===== src/rtl/nic_fifo.sv =====
// NIC between a processing element and its mesh router port: input FIFO (router->CPU),
// output FIFO (CPU->router), occupancy status words and a sticky drop flag for CPU writes.
module nic_fifo #(
  parameter int PACKET_WIDTH = 64,
  parameter int IN_DEPTH     = 4,
  parameter int OUT_DEPTH    = 4
) (
  input  logic                    clk,
  input  logic                    reset,
  input  logic [1:0]              addr,
  input  logic [PACKET_WIDTH-1:0] d_in,
  output logic [PACKET_WIDTH-1:0] d_out,
  input  logic                    nicEn,
  input  logic                    nicEnWR,
  input  logic                    net_si,
  output logic                    net_ri,
  input  logic [PACKET_WIDTH-1:0] net_di,
  output logic                    net_so,
  input  logic                    net_ro,
  output logic [PACKET_WIDTH-1:0] net_do,
  input  logic                    net_polarity
);

  localparam int ICW = $clog2(IN_DEPTH + 1);
  localparam int OCW = $clog2(OUT_DEPTH + 1);
  localparam int IPW = $clog2(IN_DEPTH);
  localparam int OPW = $clog2(OUT_DEPTH);

  function automatic logic [IPW-1:0] in_ptr_inc(input logic [IPW-1:0] p);
    return (p == IPW'(IN_DEPTH - 1)) ? '0 : p + 1'b1;
  endfunction

  function automatic logic [OPW-1:0] out_ptr_inc(input logic [OPW-1:0] p);
    return (p == OPW'(OUT_DEPTH - 1)) ? '0 : p + 1'b1;
  endfunction

  function automatic logic [PACKET_WIDTH-1:0] in_status(input logic [ICW-1:0] cnt);
    logic [PACKET_WIDTH-1:0] s;
    s        = '0;
    s[ICW:1] = cnt;
    s[0]     = (cnt != '0);
    return s;
  endfunction

  function automatic logic [PACKET_WIDTH-1:0] out_status(input logic [OCW-1:0] cnt,
                                                          input logic ovf);
    logic [PACKET_WIDTH-1:0] s;
    s                 = '0;
    s[PACKET_WIDTH-1] = ovf;
    s[OCW:1]          = cnt;
    s[0]              = (cnt == OCW'(OUT_DEPTH));
    return s;
  endfunction

  logic [PACKET_WIDTH-1:0] r_in_mem  [IN_DEPTH];
  logic [PACKET_WIDTH-1:0] r_out_mem [OUT_DEPTH];
  logic [IPW-1:0]          r_in_head, r_in_tail;
  logic [OPW-1:0]          r_out_head, r_out_tail;
  logic [ICW-1:0]          r_in_count;
  logic [OCW-1:0]          r_out_count;
  logic                    r_ovf;
  logic [PACKET_WIDTH-1:0] r_d_out, r_net_do;
  logic                    r_net_so, r_net_ri;

  logic           w_rd, w_wr_out, w_in_push, w_in_pop, w_send, w_out_push, w_drop;
  logic [ICW-1:0] w_in_count_next;

  assign w_rd       = nicEn && !nicEnWR;
  assign w_wr_out   = nicEn && nicEnWR && (addr == 2'b10);
  assign w_in_push  = net_si && r_net_ri;
  assign w_in_pop   = w_rd && (addr == 2'b00) && (r_in_count != '0);
  assign w_send     = (r_out_count != '0) && net_ro && net_polarity;
  // A full output FIFO still accepts a write on the edge that sends a packet out.
  assign w_out_push = w_wr_out && ((r_out_count < OCW'(OUT_DEPTH)) || w_send);
  assign w_drop     = w_wr_out && !w_out_push;
  assign w_in_count_next = r_in_count + ICW'(w_in_push) - ICW'(w_in_pop);

  always_ff @(posedge clk) begin
    if (w_in_push) r_in_mem[r_in_tail] <= net_di;
    if (w_out_push) r_out_mem[r_out_tail] <= d_in;
  end

  always_ff @(posedge clk) begin
    if (reset) begin
      r_in_head   <= '0;
      r_in_tail   <= '0;
      r_in_count  <= '0;
      r_out_head  <= '0;
      r_out_tail  <= '0;
      r_out_count <= '0;
      r_ovf       <= 1'b0;
      r_net_ri    <= 1'b1;
    end else begin
      if (w_in_push) r_in_tail <= in_ptr_inc(r_in_tail);
      if (w_in_pop)  r_in_head <= in_ptr_inc(r_in_head);
      r_in_count <= w_in_count_next;
      r_net_ri   <= (w_in_count_next < ICW'(IN_DEPTH));
      if (w_out_push) r_out_tail <= out_ptr_inc(r_out_tail);
      if (w_send)     r_out_head <= out_ptr_inc(r_out_head);
      r_out_count <= r_out_count + OCW'(w_out_push) - OCW'(w_send);
      if (w_drop)
        r_ovf <= 1'b1;
      else if (w_rd && (addr == 2'b11))
        r_ovf <= 1'b0;
    end
  end

  always_ff @(posedge clk) begin
    if (reset) begin
      r_d_out  <= '0;
      r_net_do <= '0;
      r_net_so <= 1'b0;
    end else begin
      if (w_rd) begin
        case (addr)
          2'b00:   r_d_out <= (r_in_count != '0) ? r_in_mem[r_in_head] : '0;
          2'b01:   r_d_out <= in_status(r_in_count);
          2'b10:   r_d_out <= '0;
          default: r_d_out <= out_status(r_out_count, r_ovf);
        endcase
      end
      r_net_so <= w_send;
      if (w_send) r_net_do <= r_out_mem[r_out_head];
    end
  end

  assign d_out  = r_d_out;
  assign net_do = r_net_do;
  assign net_so = r_net_so;
  assign net_ri = r_net_ri;

endmodule

===== config.mk =====
export PLATFORM = sky130hd
export DESIGN_NAME = nic_fifo
export DESIGN_NICKNAME = d
export VERILOG_FILES = /design/src/rtl/nic_fifo.sv
export SDC_FILE = /design/constraint.sdc
export NUM_CORES = 1
export LEC_CHECK = 0
export BUFFER_PORTS_ARGS = -buffer_cell sky130_fd_sc_hd__buf_2
export CORE_MARGIN = 5
export CORE_UTILIZATION = 40
export CTS_BUF_LIST = sky130_fd_sc_hd__clkbuf_2
export DETAILED_ROUTE_END_ITERATION = 7
export PLACE_DENSITY = 0.62
export SLEW_MARGIN = 15
export SYNTH_ARGS = -nofsm -noshare
export SYNTH_HDL_FRONTEND = slang
export SYNTH_SLANG_ARGS = --single-unit

===== constraint.sdc =====
create_clock -name clk -period 6.3 [get_ports clk]
set_input_delay 0.63 -clock clk [delete_from_list [all_inputs] [get_ports clk]]
set_output_delay 0.63 -clock clk [all_outputs]
set_load 0.1 [all_outputs]

==> run metrics <==
root buf cell=clkbuf_2; H-tree depth=4; share of post-route cells with drive strength above 1=36.08%; mapped cell area=23600 um^2; worst slew pin tran=1.088 ns; CTS Sinks=659; detailed placement HPWL=28.17 mm; clk slew on worst S/H paths=0.11 ns; Critical Path RT=7.09 ns; Ports=267; GRT Total Usage=16.37%; Post-Synthesis Cells=1212; CP Class=register to register; DR WL/cell=19.10 um; drt total wl=52.82 mm; crit-path max FO=64; Period Utilization, post-route=46.40%; status=complete, no violations; Core Util, Final=51.03%; Synth cell types=41; worst min path class=input pin to register; antenna violations before repair=7; RD Place Congestion=0.7324; crit end category=register; Final TNS setup=0 ns; Max Clk Rate=0.3421 GHz; via count=13650; number of max-cap violations=0; setup repair after global routing missed its margin=false; 1st-iter DRT viols=644; Fin. Hold Viols=0; Seq/Total Area, Yosys=77.60%; Peak VDD IR=0.1933 mV; net count after synthesis=1365; Overflow after GRT=0; asr flop ratio synth=0%; DRC=0; Detailed Routing Iterations Pass 1=5; Num CTS Buffers=166; FP Rows=89; Core Area=58690 um^2; syn avg cell area=19.48 um^2; Die H=252.9 um; nets=2006; # hold bufs at CTS=257; max_slew headroom=27.45%; clk_skew=0.08623 ns; TritonCTS clock tree=yes; largest net degree at the start of global routing=70; Via density=4.936; Buffers on Ports=266; Initial Utilization=40.22%; WP data arrival=3.71 ns; die area=63970 um^2; most used flip-flop cell after synthesis=edfxtp_1; vias in the first global route=14650; number of setup buffers added after CTS=0; Layout area overhead=26.88%; Static Leakage=10.83 nW; pwr dens=310.4 nW/um^2; post_cts resized=0; EDFF count, synth=512; antenna viol nets, final=0; fin crit period=2.923 ns; Skew-Pair Late Insertion Delay=1.23 ns; Synth Register Bits=659; Syn. warnings=0; clk buf depth=3; die width=252.9 um; power consumption=9.295 mW; CP startpoint kind=register; Final Setup Violations=0; max-slew violations=0; first-pass GRT wire length=81.21 mm
[report_power, final]
part           internal [mW]  switching [mW]  total [mW]
Clock                   1.26            1.67        2.93
Combinational          0.444           0.852        1.30
Sequential              4.94           0.125        5.07
Total                   6.64            2.65        9.29
[Yosys cell counts, types with 4 or more instances]
cell type,number,area (um^2)
a21oi_1,69,345.3
a22o_1,58,508.0
and2_1,5,31.28
and3_1,4,25.02
buf_1,9,33.78
buf_2,10,50.05
buf_6,7,78.83
clkbuf_1,38,142.6
dfxtp_1,147,2943
edfxtp_1,512,15370
ha_1,14,175.2
inv_1,15,56.30
mux2i_1,5,50.05
mux4_2,128,2883
nand2_1,137,514.2
nor2_1,11,41.29
nor2b_1,5,31.28
o21ai_0,4,20.02
xnor2_1,4,35.03
[worst max-delay path: stages (launching register included)]
cell	delay (ns)
dfxtp_1	0.39
a21boi_0	0.19
nor3_1	0.84
and2_4	0.27
buf_4	0.79
[placed cells by master (no fill, tap or decap), types with 2 or more instances in the layout]
cell             n
dfxtp_1        143
ha_1            14
buf_4           16
and3_4           4
clkinv_4         3
buf_2          265
and2_4           4
bufinv_16        3
inv_1           14
nand2_1        137
dfxtp_4          4
fa_1             2
diode_2          6
clkinv_2         4
mux4_2         128
edfxtp_1       512
clkinv_1        14
a221o_1          3
inv_2            3
a22o_1          58
nor2b_1          5
dlygate4sd3_1  257
nor3_1           3
nor2_1          10
o21ai_0          4
clkbuf_2       273
or3_1            2
xnor2_1          4
nand3_1          3
clkinvlp_4       2
mux2i_1          5
a21oi_1         69
[layer usage]
layer  GRT usage (%)  up-vias  wire length (um)
met2           27.03      439             26050
met1           20.56     6921             22040
li1                -     6223                 -
met3           5.444       66              3901
met4           5.399        4               791
met5               0        -                27
[logic make-up after synthesis]
group                      after synthesis  synth area share, %
DFF                                    659                77.60
and+or+nand+nor                        177                3.186
AOI/OAI and AO/OA                      142                4.114
muxes                                  134                12.47
buffers and inverters                   80                1.564
adders and majority gates               16               0.9118
xor gates and xnor gates                 4               0.1484
[layout make-up]
class / instances / area, um^2
sequential: 659 / 18330
fill: 4930 / 28740
inverter: 15 / 56.30
antenna: 6 / 15.01
clock buffer: 273 / 1366
tap: 773 / 967.2
clock inverter: 29 / 220.2
multi-input combinational: 473 / 4972
timing repair buffer: 538 / 4019
[metrics by stage]
step	worst slack, ns	instance area [um^2]	hold WS (ns)	cells
final	3.377	29950	0.2051	2766
after global routing	3.241	29940	0.02761	2763
after floorplan	3.053	23600	0.4677	1212
after detailed placement	3.066	25770	0.4468	2201
after CTS	3.293	29930	0.0002407	2760
after global placement	3.098	25770	0.4423	2201
[path summary, 6_finish.rpt]
check	cells after the start	endpoint	slack [ns]	from
setup reg to reg	4	r_out_mem[2][37]	3.38	r_out_count[2]
hold / removal	2	r_out_mem[1][45]	0.21	d_in[45]
setup / recovery	4	r_out_mem[2][37]	3.38	r_out_count[2]
hold reg to reg	2	net_do[10]	0.45	net_do[10]
[flip-flops by register name, summed over array words and instances (netlist names), 3 cells and up, named ones only]
name and count:
d_out 64, r_in_mem 256, net_do 64, r_out_mem 256, r_out_count 3, r_in_count 3
No activity file was read; power rests on OpenSTA's default activity.
